File: src/rtl/dpram_port_arbiter_if.sv
`default_nettype none
// ============================================================================
// Module : dpram_port_arbiter_if
// Requester-side bundle for one arbiter port: request, grant and read return.
// Rev    : 1.0
// ============================================================================
interface dpram_port_arbiter_if #(
    parameter int DATA = 8,
    parameter int ADDR = 10
);
    logic            valid;
    logic            wr;
    logic            lock;
    logic [ADDR-1:0] addr;
    logic [DATA-1:0] din;
    logic            ready;
    logic            rsp_valid;
    logic [DATA-1:0] rsp_data;

    modport master (
        output valid, wr, lock, addr, din,
        input  ready, rsp_valid, rsp_data
    );

    modport slave (
        input  valid, wr, lock, addr, din,
        output ready, rsp_valid, rsp_data
    );
endinterface
`default_nettype wire

File: src/rtl/dpram_port_arbiter.sv
`default_nettype none
// ============================================================================
// Module : dpram_port_arbiter
// Shares one block-RAM port between two requesters with bounded locking.
// Rev    : 1.0
// ============================================================================
module dpram_port_arbiter #(
    parameter int DATA     = 8,
    parameter int ADDR     = 10,
    parameter int LOCK_MAX = 4
) (
    input  logic                clk,
    input  logic                rst,
    dpram_port_arbiter_if.slave req0,
    dpram_port_arbiter_if.slave req1,
    output logic                ram_wr,
    output logic [ADDR-1:0]     ram_addr,
    output logic [DATA-1:0]     ram_din,
    input  logic [DATA-1:0]     ram_dout
);
    localparam logic [3:0] C_LOCK_MAX = 4'(LOCK_MAX);

    typedef enum logic [1:0] {
        OWN_NONE = 2'd0,
        OWN_0    = 2'd1,
        OWN_1    = 2'd2
    } owner_t;

    owner_t     r_owner;
    owner_t     w_owner_nxt;
    logic       r_last;
    logic       w_last_nxt;
    logic [3:0] r_lock_cnt;
    logic [3:0] w_lock_cnt_nxt;
    logic       r_pend_vld;
    logic       w_pend_vld_nxt;
    logic       r_pend_id;
    logic       w_pend_id_nxt;

    logic       w_gnt0;
    logic       w_gnt1;
    logic       w_forced;
    logic       w_any;
    logic       w_win_lock;
    logic       w_win_wr;
    logic       w_peer_vld;
    logic       w_idle_serve;
    logic       w_win_is_owner;
    logic [3:0] w_cnt_base;

    always_ff @(posedge clk or posedge rst) begin
        if (rst) begin
            r_owner    <= OWN_NONE;
            r_last     <= 1'b1;
            r_lock_cnt <= 4'd0;
            r_pend_vld <= 1'b0;
            r_pend_id  <= 1'b0;
        end else begin
            r_owner    <= w_owner_nxt;
            r_last     <= w_last_nxt;
            r_lock_cnt <= w_lock_cnt_nxt;
            r_pend_vld <= w_pend_vld_nxt;
            r_pend_id  <= w_pend_id_nxt;
        end
    end

    always_comb begin
        w_gnt0         = 1'b0;
        w_gnt1         = 1'b0;
        w_forced       = 1'b0;
        w_owner_nxt    = r_owner;
        w_last_nxt     = r_last;
        w_lock_cnt_nxt = r_lock_cnt;
        w_cnt_base     = 4'd0;

        if (!rst) begin
            case (r_owner)
                OWN_0: begin
                    if (req0.valid && req1.valid && r_lock_cnt == C_LOCK_MAX) begin
                        w_gnt1   = 1'b1;
                        w_forced = 1'b1;
                    end else if (req0.valid) begin
                        w_gnt0 = 1'b1;
                    end else if (req1.valid) begin
                        w_gnt1 = 1'b1;
                    end
                end
                OWN_1: begin
                    if (req0.valid && req1.valid && r_lock_cnt == C_LOCK_MAX) begin
                        w_gnt0   = 1'b1;
                        w_forced = 1'b1;
                    end else if (req1.valid) begin
                        w_gnt1 = 1'b1;
                    end else if (req0.valid) begin
                        w_gnt0 = 1'b1;
                    end
                end
                default: begin
                    if (req0.valid && req1.valid) begin
                        w_gnt0 = r_last;
                        w_gnt1 = ~r_last;
                    end else begin
                        w_gnt0 = req0.valid;
                        w_gnt1 = req1.valid;
                    end
                end
            endcase
        end

        w_any          = w_gnt0 | w_gnt1;
        w_win_lock     = w_gnt1 ? req1.lock : req0.lock;
        w_win_wr       = w_gnt1 ? req1.wr : req0.wr;
        w_peer_vld     = w_gnt1 ? req0.valid : req1.valid;
        w_win_is_owner = (r_owner == OWN_0 && w_gnt0) || (r_owner == OWN_1 && w_gnt1);
        // Serving the peer of an idle owner is a courtesy slot: ownership and count are untouched.
        w_idle_serve   = (r_owner != OWN_NONE) && w_any && !w_win_is_owner && !w_forced;

        if (w_any) begin
            w_last_nxt = w_gnt1;
            if (!w_idle_serve) begin
                if (w_win_lock) begin
                    w_owner_nxt    = w_gnt1 ? OWN_1 : OWN_0;
                    // A new owner starts a fresh run of consecutive grants.
                    w_cnt_base     = w_win_is_owner ? r_lock_cnt : 4'd0;
                    w_lock_cnt_nxt = (w_peer_vld && w_cnt_base != C_LOCK_MAX) ?
                                     w_cnt_base + 4'd1 : w_cnt_base;
                end else begin
                    w_owner_nxt    = OWN_NONE;
                    w_lock_cnt_nxt = 4'd0;
                end
            end
        end

        w_pend_vld_nxt = w_any & ~w_win_wr;
        w_pend_id_nxt  = w_gnt1;
    end

    assign req0.ready     = w_gnt0;
    assign req1.ready     = w_gnt1;

    assign ram_wr         = w_any & w_win_wr;
    assign ram_addr       = w_gnt1 ? req1.addr : req0.addr;
    assign ram_din        = w_gnt1 ? req1.din : req0.din;

    assign req0.rsp_valid = r_pend_vld & ~r_pend_id;
    assign req1.rsp_valid = r_pend_vld & r_pend_id;
    assign req0.rsp_data  = ram_dout;
    assign req1.rsp_data  = ram_dout;

endmodule
`default_nettype wire

File: src/flat_wrapper.sv
// flat-port wrapper written by rule: the top's interface ports become plain ports
module dpram_port_arbiter_flat 
#(
    parameter int DATA     = 8,
    parameter int ADDR     = 10,
    parameter int LOCK_MAX = 4
)
  (clk, rst, ram_wr, ram_addr, ram_din, ram_dout, req0_valid, req0_wr, req0_lock, req0_addr, req0_din, req0_ready, req0_rsp_valid, req0_rsp_data, req1_valid, req1_wr, req1_lock, req1_addr, req1_din, req1_ready, req1_rsp_valid, req1_rsp_data);
  dpram_port_arbiter_if #(.DATA(DATA), .ADDR(ADDR)) req0_i ();
  dpram_port_arbiter_if #(.DATA(DATA), .ADDR(ADDR)) req1_i ();
  input  logic clk;
  input  logic rst;
  output logic ram_wr;
  output logic [ADDR-1:0] ram_addr;
  output logic [DATA-1:0] ram_din;
  input  logic [DATA-1:0] ram_dout;
  input wire logic [$bits(req0_i.valid)-1:0] req0_valid;
  input wire logic [$bits(req0_i.wr)-1:0] req0_wr;
  input wire logic [$bits(req0_i.lock)-1:0] req0_lock;
  input wire logic [$bits(req0_i.addr)-1:0] req0_addr;
  input wire logic [$bits(req0_i.din)-1:0] req0_din;
  output wire logic [$bits(req0_i.ready)-1:0] req0_ready;
  output wire logic [$bits(req0_i.rsp_valid)-1:0] req0_rsp_valid;
  output wire logic [$bits(req0_i.rsp_data)-1:0] req0_rsp_data;
  input wire logic [$bits(req1_i.valid)-1:0] req1_valid;
  input wire logic [$bits(req1_i.wr)-1:0] req1_wr;
  input wire logic [$bits(req1_i.lock)-1:0] req1_lock;
  input wire logic [$bits(req1_i.addr)-1:0] req1_addr;
  input wire logic [$bits(req1_i.din)-1:0] req1_din;
  output wire logic [$bits(req1_i.ready)-1:0] req1_ready;
  output wire logic [$bits(req1_i.rsp_valid)-1:0] req1_rsp_valid;
  output wire logic [$bits(req1_i.rsp_data)-1:0] req1_rsp_data;
  assign req0_i.valid = req0_valid;
  assign req0_i.wr = req0_wr;
  assign req0_i.lock = req0_lock;
  assign req0_i.addr = req0_addr;
  assign req0_i.din = req0_din;
  assign req0_ready = req0_i.ready;
  assign req0_rsp_valid = req0_i.rsp_valid;
  assign req0_rsp_data = req0_i.rsp_data;
  assign req1_i.valid = req1_valid;
  assign req1_i.wr = req1_wr;
  assign req1_i.lock = req1_lock;
  assign req1_i.addr = req1_addr;
  assign req1_i.din = req1_din;
  assign req1_ready = req1_i.ready;
  assign req1_rsp_valid = req1_i.rsp_valid;
  assign req1_rsp_data = req1_i.rsp_data;
  dpram_port_arbiter #(.DATA(DATA), .ADDR(ADDR), .LOCK_MAX(LOCK_MAX)) u_core (.clk(clk), .rst(rst), .req0(req0_i), .req1(req1_i), .ram_wr(ram_wr), .ram_addr(ram_addr), .ram_din(ram_din), .ram_dout(ram_dout));
endmodule
File: config.mk
export PLATFORM = sky130hd
export DESIGN_NAME = dpram_port_arbiter_flat
export DESIGN_NICKNAME = d
export VERILOG_FILES = /design/src/rtl/dpram_port_arbiter_if.sv /design/src/rtl/dpram_port_arbiter.sv /design/src/flat_wrapper.sv
export SDC_FILE = /design/constraint.sdc
export NUM_CORES = 1
export LEC_CHECK = 0
export BUFFER_PORTS_ARGS = -buffer_cell sky130_fd_sc_hd__buf_2
export CORE_ASPECT_RATIO = 0.7
export CORE_MARGIN = 2
export CORE_UTILIZATION = 35
export CTS_CLUSTER_DIAMETER = 80
export DETAILED_ROUTE_END_ITERATION = 10
export GPL_TIMING_DRIVEN = 0
export PLACE_DENSITY = 0.82
export SYNTH_ARGS = -nofsm -noshare
export SYNTH_HDL_FRONTEND = slang
export SYNTH_SLANG_ARGS = --single-unit
File: constraint.sdc
create_clock -name clk -period 2.6 [get_ports clk]
set_input_delay 0.26 -clock clk [delete_from_list [all_inputs] [get_ports clk]]
set_output_delay 0.26 -clock clk [all_outputs]
set_load 0.01 [all_outputs]
==> results of run 1 <==
-- area by class of cell --
type | instances | area share, %
Inverter | 10 | 1.77
Timing Repair Buffer | 103 | 32.7
Buffer | 18 | 6.89
Clock buffer | 4 | 2.12
Sequential cell | 9 | 10.9
Tap cell | 38 | 2.24
Multi-Input combinational cell | 85 | 43.3
-- sequential cells by signal (all words and copies together), names as in the netlist --
name,flops
u_core.r_owner,2
u_core.r_lock_cnt,4
u_core.r_pend_vld,1
u_core.r_pend_id,1
u_core.r_last,1
-- worst max-delay path by stage --
stage	from	end	slack, ns	cells after the start
floorplan	u_core.r_owner[0]	u_core.r_lock_cnt[0]	0.02	12
global placement	u_core.r_owner[1]	ram_addr[6]	-0.20	8
detailed placement	u_core.r_owner[1]	ram_addr[6]	-0.24	8
CTS	u_core.r_lock_cnt[1]	ram_din[4]	-0.01	7
global route	u_core.r_owner[0]	u_core.r_lock_cnt[3]	-0.17	14
finish	u_core.r_owner[0]	u_core.r_lock_cnt[3]	-0.1	14
-- cell usage after synthesis (2+ instances only) --
cell type and count:
a31oi_1 2, dfrtp_1 8, and2_1 4, mux2_2 19, inv_1 10, o21ai_0 4
buf_4 16, nand4_1 2, nor3_1 2, nor2b_1 5, a21oi_1 2, o221ai_1 2
and2b_2 2, nand2_1 9, nor3b_1 3, o21ai_2 2, ha_1 5
-- metal layers --
layer	global-route usage, %	share of wire (%)	vias up
met5	0	0	-
met4	4.40	2.7	0
met3	3.75	6.1	15
met2	29.5	51	68
met1	26.7	40	664
li1	-	-	644
-- power breakdown --
part	switching, mW	total [mW]	internal (mW)
Combinational	0.495	1.06	0.566
Sequential	0.0444	0.234	0.189
Clock	0.0586	0.166	0.107
Total	0.598	1.46	0.862
-- critical path, stage by stage (launching register included) --
cell	delay (ns)
dfrtp_1	0.37
inv_2	0.06
ha_4	0.29
nand3b_1	0.15
o311ai_4	0.13
a2bb2oi_4	0.18
buf_4	0.16
nor2b_4	0.14
inv_1	0.09
ha_4	0.17
buf_4	0.12
buf_4	0.12
nor3b_1	0.22
a31oi_1	0.14
o21ai_0	0.23
-- stage by stage --
stage	cell area, um^2	setup slack (ns)	utilization (%)
final	2120	-0.0952	68.4
after global routing	2120	-0.167	68.4
after CTS	1900	-0.0132	61.1
after detailed placement	1600	-0.241	51.6
after global placement	1600	-0.202	51.6
after floorplan	1140	0.0201	-
-- what timing repair did --
action                                  in CTS  in global routing
cloned                                       2                  0
pin swaps                                   11                  6
endpoints found under the setup margin      24                 23
gates resized for setup                     28                 45
setup buffers                               15                  4
-- cell families after synthesis --
kind of cell,Yosys count
fa+ha+maj,5
simple gates,37
flops,9
buf+inv,28
mux,20
compound gates,23
==> results.toml, run 1 <==
[status]
outcome = "finished with violations"
violations = "setup timing"

[worst_setup_path]
critPathKind = "reg -> reg"
critPathLaunchType = "flip-flop"
critical_path.max_fanout = 5
ff2ff_setup_slack_ns = -0.1
r2r_start = "u_core.r_owner[0]"
worstPathRequired_ns = 2.73
r2r.worst_path.cells = 14
end_kind = "flip-flop"
cp.arrival_ns = 2.83
r2r_end = "u_core.r_lock_cnt[3]"

[power_and_ir_drop]
p_total_mw = 1.46
p_leak_nw = 1.03
irDropWorstVdd_v = 0.000443
power.density_mw_per_mm2 = 687

[clocking]
clk_path_buf_depth = 2
clock_sinks = 9
cts_buffers = 3
cts_hold_buf = 0
h-tree-depth = 1
clock_latency_ns = 0.24
cts_tree = "yes"
clk_pin_slew_worst_paths_ns = 0.05
cts-root-buf = "clkbuf_8"

[logic_synthesis]
synth-simple-area-share_pct = 21.1
ys_ff_latch = 9
synth.area.top_cells = "mux2_2, dfrtp_1, buf_4"
async_flop_share_pct = 100
synth_cells = 122
synth_ff_type = "dfrtp_1"
ys_seq_area_share_pct = 20.1
synth_compound_area_share_pct = 18.6
ys_warn_count = 0
synth_top_area_share_pct = 19.0
synthXorXnorAreaFrac_pct = 0
muxShareOfSynthArea_pct = 19.9
synth_nets = 179
syn_area_mm2 = 0.00113
synth_top_family_by_area = "simple AND/OR/NAND/NOR gates"
synth_edf_count = 0
syn_area_per_cell_um2 = 9.24
synth.distinct_cells = 42
synth_largest_area_cell = "mux2_2"
synthAdderAreaFrac_pct = 5.55

[sta]
finalHoldViolations = 0
fmax_mhz = 371
period_share_pct = 104
final.setup_skew_ns = 0.00570
fin_ws_ns = -0.0952
whs_ns = 0.0388
tightest_slew_ns = 0.576
finalSetupViolations = 19
setup_tns_ns = -0.580
slew_headroom_pct = 61.3
slew_viol_final = 0
rsz0062_at_grt = "yes"
fin_crit_ns = 2.70

[floorplanning]
coreArea_mm2 = 0.00311
io_pins = 91
die_y_um = 51.5
initial_utilization_pct = 36.3
rows = 17
dieArea_mm2 = 0.00370
die_x_um = 71.8

[hold_path]
hold_class = "in -> async"

[detailed_routing]
via_per_inst = 5.21
drc = 0
routed_wl_mm = 4.64
drt_iter0_drc = 79
ant_nets = 0
firstDrtPassIters = 4
vias = 1391
wire_per_inst_um = 17.4

[final_layout]
stdcell_count = 267
final_common_cell = "buf_2"
nets = 287
fill_cells = 212
most-common-layout-cells = "buf_2, buf_4, buf_6"
regArea_um2 = 231
syn_to_final_growth_pct = 88.5
n_antenna_cell = 0
multi_input_area_um2 = 921
drive_above_1_share_pct = 77.7

[placed_design]
placed_cells = 242
gp_congestion = 0.814
io_buffers = 82
dp_hpwl_mm = 2.62

[job]
max-cap-violations = 0

[global_routing]
globalRouteOverflowTotal = 0
grt_pass1_wl_mm = 5.46
grt_use_total_pct = 18.8
antenna_found_initial = 0
grt_pass1_vias = 1191
grt_max_degree = 10
No activity file was read; power rests on OpenSTA's default activity.
==> inputs of run 2 (changes only) <==
--- a/config.mk
+++ b/config.mk
@@ -12,7 +12,8 @@
 export CTS_CLUSTER_DIAMETER = 80
 export DETAILED_ROUTE_END_ITERATION = 10
 export GPL_TIMING_DRIVEN = 0
-export PLACE_DENSITY = 0.82
+export PLACE_DENSITY_LB_ADDON = 0.1
+export SKIP_CTS_REPAIR_TIMING = 1
 export SYNTH_ARGS = -nofsm -noshare
 export SYNTH_HDL_FRONTEND = slang
 export SYNTH_SLANG_ARGS = --single-unit
==> results.toml, run 2 (same netlist as run 1, synthesis figures left out) <==
[status]
outcome = "finished with violations"
violations = "setup timing"

[placed_design]
io_buffers = 82
gp_congestion = 0.885
dp_hpwl_mm = 2.47

[floorplanning]
initial_utilization_pct = 36.3
dieArea_mm2 = 0.00370
io_pins = 91
rows = 17
die_x_um = 71.8
coreArea_mm2 = 0.00311
die_y_um = 51.5

[worst_setup_path]
end_kind = "flip-flop"
critPathKind = "reg -> reg"
critical_path.max_fanout = 5
worstPathRequired_ns = 2.71
cp_common_cell = "and2_4"
critPathLaunchType = "flip-flop"
crit_chain = "or4b_4, o311ai_4, buf_4, a2bb2oi_4, and2b_2, ha_2, and2_4, and2_4, mux2i_2, o21ai_1"
cp_slowest_stage_delay_ns = 0.55
slowest_stage = "or4b_4"
cp.arrival_ns = 2.84

[clocking]
cts-root-buf = "clkbuf_8"
clock_latency_ns = 0.23
cts_buffers = 3
cts_tree = "yes"
clk_path_buf_depth = 2
clk_pin_slew_worst_paths_ns = 0.04
clock_sinks = 9
h-tree-depth = 1

[power_and_ir_drop]
power.density_mw_per_mm2 = 646
irDropWorstVdd_v = 0.000388
p_leak_nw = 0.948
p_total_mw = 1.25

[sta]
final.setup_skew_ns = 0.000237
fin_ws_ns = -0.129
fin_crit_ns = 2.73
finalSetupViolations = 21
whs_ns = 0.0435
rsz0062_at_grt = "yes"
slew_viol_final = 0
fmax_mhz = 366
period_share_pct = 105
finalHoldViolations = 0
slew_headroom_pct = 54.2
tightest_slew_ns = 0.686

[global_routing]
grt_pass1_vias = 995
grt_max_degree = 12
antenna_found_initial = 0
grt_use_total_pct = 14.6
grt_pass1_wl_mm = 4.32
globalRouteOverflowTotal = 0

[detailed_routing]
via_per_inst = 4.74
routed_wl_mm = 3.33
drt_iter0_drc = 40
ant_nets = 0
vias = 1266
drc = 0
firstDrtPassIters = 4
wire_per_inst_um = 12.5

[final_layout]
drive_above_1_share_pct = 76.4
reg.largest.list = "u_core.r_lock_cnt: 4 flops, u_core.r_owner: 2 flops"
final_common_cell = "buf_2"
n_antenna_cell = 0
nets = 287
syn_to_final_growth_pct = 71.8
largest_register_ffs = 4
most-common-layout-cells = "buf_2, buf_4, mux2_2"
largest_register = "u_core.r_lock_cnt"

[job]
max-cap-violations = 0

[hold_path]
hold_class = "in -> async"
run 2: cell counts in the layout (fill, tap and decap cells not counted):
Identical to the previous run, type by type.
run 2: final timing paths:
check                                      from  slack (ns)  cells past startpoint                   end
setup / recovery           u_core.r_lock_cnt[1]       -0.13                     10  u_core.r_lock_cnt[2]
hold / removal                              rst        0.04                      2  u_core.r_lock_cnt[3]
setup reg to reg           u_core.r_lock_cnt[1]       -0.13                     10  u_core.r_lock_cnt[2]
hold reg to reg                   u_core.r_last        0.54                      1         u_core.r_last
max in group asynchronous                   rst        2.26                      2         u_core.r_last
min in group clk                        req1_wr        0.22                      2     u_core.r_pend_vld
run 2: report_power, final:
| group | internal (mW) | switching (mW) | total [mW] |
|---|---|---|---|
| Sequential | 0.188 | 0.0403 | 0.228 |
| Combinational | 0.458 | 0.406 | 0.864 |
| Clock | 0.107 | 0.0527 | 0.159 |
| Total | 0.752 | 0.499 | 1.25 |
run 2: routing by layer:
layer	global-route usage (%)	routed length, um	vias to the layer above	part of all wire [%]
met4	2.83	0	0	0
met5	0	0	-	0
met3	3.16	204	0	6.1
met2	22.8	1620	49	49
li1	-	-	644	-
met1	20.6	1500	573	45
run 2: area by class of cell:
type                    instances  area [um^2]
fillers                       272         1170
clock buffers                   4         45.0
flip-flops and latches          9          228
inverters                      10         37.5
plain buffers                  18          146
repair buffers                103          593
multi-input cells              85          840
well taps                      38         47.5
run 2: critical path: cells and delay by family (launching register included):
kind	cells	cell delay, ns
simple gates	4	1.10
compound gates	3	0.55
flops	1	0.43
fa+ha+maj	1	0.19
mux	1	0.17
buf+inv	1	0.16
run 2: metrics by stage:
stage	std cells	setup slack, ns	TNS, ns	area [um^2]	util, %
floorplan	122	0.0201	0	1140	-
global placement	242	-0.186	-1.99	1600	51.6
detailed placement	242	-0.207	-2.18	1600	51.6
CTS	246	-0.455	-6.10	1650	53.1
global route	267	-0.258	-3.78	1940	62.4
finish	267	-0.129	-1.82	1940	62.4
